File: src/rtl/bfis_pkg.sv
`default_nettype none
// ============================================================================
// Module : bfis_pkg
// Brief  : Shared types and constants for the bfis search datapath.
// Rev    : 1.0  initial release
// ============================================================================
package bfis_pkg;

    localparam int ADDR_W        = 32;
    localparam int DATA_W        = 32;
    localparam int K_OUT_DEFAULT = 5;

    typedef enum logic [2:0] {
        ST_IDLE    = 3'd0,
        ST_FETCH   = 3'd1,
        ST_COLLECT = 3'd2,
        ST_STREAM  = 3'd3,
        ST_WAIT    = 3'd4,
        ST_FINISH  = 3'd5
    } streamer_state_t;

    // Word address of coordinate idx of vertex entry; wraps modulo 2^ADDR_W.
    function automatic logic [ADDR_W-1:0] coord_addr(
        input logic [ADDR_W-1:0] base,
        input logic [ADDR_W-1:0] entry,
        input logic [ADDR_W-1:0] dim,
        input logic [ADDR_W-1:0] idx
    );
        return base + entry * dim + idx;
    endfunction

endpackage
`default_nettype wire

File: src/rtl/bfis_query_streamer.sv
`default_nettype none
// ============================================================================
// Module : bfis_query_streamer
// Brief  : Fetches the entry vertex from graph memory, streams it into bfis
//          and captures the top-k result (or flags a timeout).
// Rev    : 1.0  initial release
// ============================================================================
module bfis_query_streamer
    import bfis_pkg::*;
#(
    parameter int          DIM            = 2,
    parameter logic [31:0] POS_BASE       = 32'h0000_0000,
    parameter int          K_OUT          = K_OUT_DEFAULT,
    parameter int          TIMEOUT_CYCLES = 0
) (
    input  logic                          clk_in,
    input  logic                          rst_in,
    input  logic                          start_in,
    input  logic [ADDR_W-1:0]             entry_addr_in,
    output logic                          busy_out,
    output logic [ADDR_W-1:0]             mem_req_out,
    output logic                          mem_valid_out,
    input  logic [DATA_W-1:0]             mem_data_in,
    input  logic                          mem_valid_in,
    output logic [DATA_W-1:0]             vertex_out,
    output logic [ADDR_W-1:0]             vertex_addr_out,
    output logic                          vertex_valid_out,
    input  logic                          search_valid_in,
    input  logic [K_OUT-1:0][DATA_W-1:0]  top_k_in,
    output logic [K_OUT-1:0][DATA_W-1:0]  result_out,
    output logic                          done_out,
    output logic                          error_out
);

    localparam int CNT_W = $clog2(DIM + 1);
    localparam int IDX_W = (DIM > 1) ? $clog2(DIM) : 1;

    localparam logic [CNT_W-1:0]  c_dim      = CNT_W'(DIM);
    localparam logic [CNT_W-1:0]  c_dim_m1   = CNT_W'(DIM - 1);
    localparam logic [ADDR_W-1:0] c_dim_a    = ADDR_W'(DIM);
    localparam logic [31:0]       c_timeout  = 32'(TIMEOUT_CYCLES);
    localparam logic              c_to_en    = (TIMEOUT_CYCLES != 0);

    streamer_state_t             r_state;
    logic [ADDR_W-1:0]           r_entry;
    logic [CNT_W-1:0]            r_req_cnt;
    logic [CNT_W-1:0]            r_rsp_cnt;
    logic [CNT_W-1:0]            r_str_cnt;
    logic [31:0]                 r_wait_cnt;
    logic [DATA_W-1:0]           r_buf [0:DIM-1];

    logic                        r_busy;
    logic [ADDR_W-1:0]           r_mem_req;
    logic                        r_mem_valid;
    logic [DATA_W-1:0]           r_vout;
    logic [ADDR_W-1:0]           r_vaddr;
    logic                        r_vvalid;
    logic [K_OUT-1:0][DATA_W-1:0] r_result;
    logic                        r_done;
    logic                        r_error;

    logic [DATA_W-1:0]           w_first_word;
    logic [ADDR_W-1:0]           w_next_req;

    // With DIM==1 the only coordinate is still on the response bus when streaming begins.
    assign w_first_word = (DIM == 1) ? mem_data_in : r_buf[0];
    assign w_next_req   = coord_addr(POS_BASE, r_entry, c_dim_a,
                                     ADDR_W'(r_req_cnt) + ADDR_W'(1));

    always_ff @(posedge clk_in or posedge rst_in) begin
        if (rst_in) begin
            r_state     <= ST_IDLE;
            r_entry     <= '0;
            r_req_cnt   <= '0;
            r_rsp_cnt   <= '0;
            r_str_cnt   <= '0;
            r_wait_cnt  <= '0;
            for (int i = 0; i < DIM; i++) begin
                r_buf[i] <= '0;
            end
            r_busy      <= 1'b0;
            r_mem_req   <= '0;
            r_mem_valid <= 1'b0;
            r_vout      <= '0;
            r_vaddr     <= '0;
            r_vvalid    <= 1'b0;
            r_result    <= '0;
            r_done      <= 1'b0;
            r_error     <= 1'b0;
        end else begin
            case (r_state)
                ST_IDLE: begin
                    r_busy  <= 1'b0;
                    r_done  <= 1'b0;
                    r_error <= 1'b0;
                    r_vaddr <= '0;
                    if (start_in) begin
                        r_entry     <= entry_addr_in;
                        r_busy      <= 1'b1;
                        r_req_cnt   <= '0;
                        r_rsp_cnt   <= '0;
                        r_mem_valid <= 1'b1;
                        r_mem_req   <= coord_addr(POS_BASE, entry_addr_in, c_dim_a, '0);
                        r_state     <= ST_FETCH;
                    end
                end

                ST_FETCH, ST_COLLECT: begin
                    // FETCH keeps one extra cycle after the last request so a
                    // latency-1 final response can go straight to STREAM.
                    if (r_state == ST_FETCH) begin
                        if (r_req_cnt == c_dim) begin
                            r_state <= ST_COLLECT;
                        end else if (r_req_cnt == c_dim_m1) begin
                            r_mem_valid <= 1'b0;
                            r_mem_req   <= '0;
                            r_req_cnt   <= c_dim;
                        end else begin
                            r_req_cnt <= r_req_cnt + 1'b1;
                            r_mem_req <= w_next_req;
                        end
                    end
                    if (mem_valid_in) begin
                        r_buf[r_rsp_cnt[IDX_W-1:0]] <= mem_data_in;
                        r_rsp_cnt <= r_rsp_cnt + 1'b1;
                        if (r_rsp_cnt == c_dim_m1) begin
                            r_mem_valid <= 1'b0;
                            r_mem_req   <= '0;
                            r_vvalid    <= 1'b1;
                            r_vout      <= w_first_word;
                            r_vaddr     <= r_entry;
                            r_str_cnt   <= CNT_W'(1);
                            r_state     <= ST_STREAM;
                        end
                    end
                end

                ST_STREAM: begin
                    if (r_str_cnt == c_dim) begin
                        r_vvalid   <= 1'b0;
                        r_vout     <= '0;
                        r_wait_cnt <= 32'd1;
                        r_state    <= ST_WAIT;
                    end else begin
                        r_vout    <= r_buf[r_str_cnt[IDX_W-1:0]];
                        r_str_cnt <= r_str_cnt + 1'b1;
                    end
                end

                ST_WAIT: begin
                    if (search_valid_in) begin
                        r_result <= top_k_in;
                        r_done   <= 1'b1;
                        r_vaddr  <= '0;
                        r_state  <= ST_FINISH;
                    end else if (c_to_en && (r_wait_cnt == c_timeout)) begin
                        r_error  <= 1'b1;
                        r_vaddr  <= '0;
                        r_state  <= ST_IDLE;
                    end else begin
                        r_wait_cnt <= r_wait_cnt + 32'd1;
                    end
                end

                ST_FINISH: begin
                    r_done  <= 1'b0;
                    r_busy  <= 1'b0;
                    r_state <= ST_IDLE;
                end

                default: begin
                    r_state <= ST_IDLE;
                end
            endcase
        end
    end

    assign busy_out         = r_busy;
    assign mem_req_out      = r_mem_req;
    assign mem_valid_out    = r_mem_valid;
    assign vertex_out       = r_vout;
    assign vertex_addr_out  = r_vaddr;
    assign vertex_valid_out = r_vvalid;
    assign result_out       = r_result;
    assign done_out         = r_done;
    assign error_out        = r_error;

endmodule
`default_nettype wire
File: config.mk
export PLATFORM = sky130hd
export DESIGN_NAME = bfis_query_streamer
export DESIGN_NICKNAME = d
export VERILOG_FILES = /design/src/rtl/bfis_pkg.sv /design/src/rtl/bfis_query_streamer.sv
export SDC_FILE = /design/constraint.sdc
export NUM_CORES = 1
export LEC_CHECK = 0
export BUFFER_PORTS_ARGS = -buffer_cell sky130_fd_sc_hd__buf_4
export CAP_MARGIN = 10
export CORE_ASPECT_RATIO = 1.25
export CORE_UTILIZATION = 38
export CTS_CLUSTER_SIZE = 30
export DETAILED_ROUTE_END_ITERATION = 12
export PLACE_DENSITY = 0.62
export SYNTH_ARGS = -nofsm -noshare
export SYNTH_HDL_FRONTEND = slang
export SYNTH_SLANG_ARGS = --single-unit
File: constraint.sdc
create_clock -name clk_in -period 19.4 [get_ports clk_in]
set_input_delay 0.97 -clock clk_in [delete_from_list [all_inputs] [get_ports clk_in]]
set_output_delay 0.97 -clock clk_in [all_outputs]
set_load 0.05 [all_outputs]
==> flow_summary.ini <==
[power]
p_leak_nw = 10.10
p_per_area_nw_per_um2 = 212.4
ir_worst_vdd_mv = 0.1104

[cts]
cts_max_level = 2
postCtsHoldBufs = 0
clkTransAtPathRegs_ps = 60
clk_path_buf_depth = 3
tritoncts = yes
clkSinkCount = 365
cts-root-buf = clkbuf_16
insertion_delay_ps = 540
cts_made_buffers = 40
cts_setup_buffers = 0
ctsResizeCount = 0

[logic_synthesis]
synth_area_per_cell_um2 = 13.52
synthSimpleGateAreaFrac_pct = 7.064
ys_types = 55
synth_fp_nets = 1328
synth-seq-cells = 365
synthMuxAreaShare_pct = 17.07
ys_seq_area_share_pct = 61.83
synthArstFlopShare_pct = 100.0
synth-compound-area-share_pct = 9.062
syn_area_um2 = 14770
ys.flop_type = dfrtp_1
synth_top_area_share_pct = 61.83
synth-edff-count = 0
synth-adder-area-share_pct = 0.6267
yosysMostFrequentCell = dfrtp_1
yosysTopAreaCell = dfrtp_1
synth_common_cells = dfrtp_1 (365), mux2_2 (222), nor2_1 (62), nand2_1 (61), a21oi_1 (40)
synth_area_leaders = dfrtp_1 (62%), mux2_2 (17%), a22o_1 (1.9%)
synthXorXnorAreaFrac_pct = 1.779
yosys_warnings = 0
syn_inst = 1093
synth_top_family_by_area = multiplexers

[die]
rows = 80
start_util_pct = 38.64
die_w_um = 178.4
die_area_um2 = 39670
coreArea_um2 = 38240
die_h_um = 222.4
ioPinCount = 490

[timing]
hold_viol = 0
tightest_slew_ps = 1117
min_period_ps = 2887
finalSetupTns_ps = 0
skew_ps = 14.94
fmax_ghz = 0.3463
fin_crit_sh_pct = 14.88
rsz0062_at_grt = no
slew_headroom_pct = 25.36
setup_viol_count_final = 0
maxSlewViolCount = 0
fin_hold_ws_ps = 485.6

[place]
portBuffers = 488
gp_congestion = 0.8363
dpl.hpwl_um = 32160
dpl.cell_count = 2017

[critical_path]
cp-end-kind = flop
critPathKind = flop to flop
crit_arrival_ps = 3310
startpoint_type = flop
cp_data_required_time_ps = 19820
crit_path_max_fanout = 78

[final_layout]
multiInputGateArea_um2 = 5299
fillCellCount = 3317
nNetsFinal = 1802
instances_no_fill = 2089
area_growth_pct = 36.39
drive_gt1_share_pct = 50.50
seq_area_um2 = 9134

[global_routing]
grt_max_degree = 178
track_usage_pct = 22.33
grt_first_pass_wirelength_um = 66760
antenna_found_initial = 14
grt_overflow = 0
grt_pass1_vias = 11040

[route]
drtAntennaViolNets = 0
drt_pass1_iterations = 5
drt_wl_total_um = 44710
num_vias = 10830
avgRoutedWirePerCell_um = 21.40
drc_errors = 0
viasPerCell = 5.185
initialDrtViolationCount = 598

[outcome]
status = finished clean

[min_path]
hold_class = flop to flop

[job]
cap_violations = 0
## layout make-up
type | instances | share of cell area, %
timing repair buffer | 500 | 18.69
multi-input combinational | 654 | 26.30
sequential | 365 | 45.33
inverter | 6 | 0.1490
clock inverter | 8 | 0.4968
clock buffer | 57 | 5.887
antenna | 7 | 0.08694
tap | 492 | 3.055
## state kept, by name, summed over array words and instances (netlist names), 2 cells and up
signal	cells
r_rsp_cnt	2
r_state	3
r_buf	32
r_str_cnt	2
result_out	160
mem_req_out	32
r_req_cnt	2
r_entry	32
vertex_out	32
w_first_word	32
vertex_addr_out	32
## power by group
group	switching, mW	internal, mW
combinational	1.42	0.732
clock	0.304	0.449
sequential	0.247	1.12
## cells by family after synthesis
family	Yosys count
flops	365
mux	224
simple gates	207
compound gates	185
buf+inv	74
xor+xnor	30
fa+ha+maj	7
other cells	1
## metrics by stage
step / util (%) / total power [mW] / area, um^2 / setup WS (ps)
global route: 52.69 / 4.495 / 20150 / 16310
detailed placement: 49.28 / 3.552 / 18840 / 16260
floorplan: - / 2.850 / 14770 / 8298
finish: 52.69 / 4.279 / 20150 / 16510
CTS: 52.65 / 4.324 / 20130 / 16510
global placement: 49.28 / 3.514 / 18840 / 16270
## cells in the final DEF (no fill, tap or decap), types with 5 or more instances in the layout
cell	count
buf_4	499
dfrtp_1	365
mux2_2	222
nor2_1	61
nand2_1	61
clkbuf_16	41
a21oi_1	39
a22o_1	32
a22oi_1	32
xnor2_1	28
a221o_1	22
a21o_1	21
and3_1	20
o21ai_0	19
nand3_1	12
nand4_1	10
clkbuf_8	10
diode_2	7
o31ai_1	7
nor2b_1	6
clkbuf_1	6
nor3_1	5
inv_1	5
ha_1	5
## metal layers
layer	GRT usage [%]	wire [um]	up-vias
li1	-	-	4874
met1	26.33	16770	5459
met3	7.632	4232	79
met4	9.213	1380	14
met2	36.82	22240	405
met5	0	84	-
## worst paths after layout
| check | startpoint | to | slack [ps] | cells past startpoint |
|---|---|---|---|---|
| max reg2reg | r_state[1] | result_out[27] | 16510 | 4 |
| max in group asynchronous | rst_in | result_out[40] | 17290 | 3 |
| min reg2reg | w_first_word[20] | w_first_word[20] | 490 | 1 |
| max | r_state[1] | result_out[27] | 16510 | 4 |
| min in group asynchronous | rst_in | result_out[91] | 630 | 2 |
| min | w_first_word[20] | w_first_word[20] | 490 | 1 |
## worst max-delay path: stages, from the launching register on
cell	delay (ps)
dfrtp_1	590
nor2_1	310
and3_4	520
buf_4	860
mux2_2	420
No activity file was read; power rests on OpenSTA's default activity.
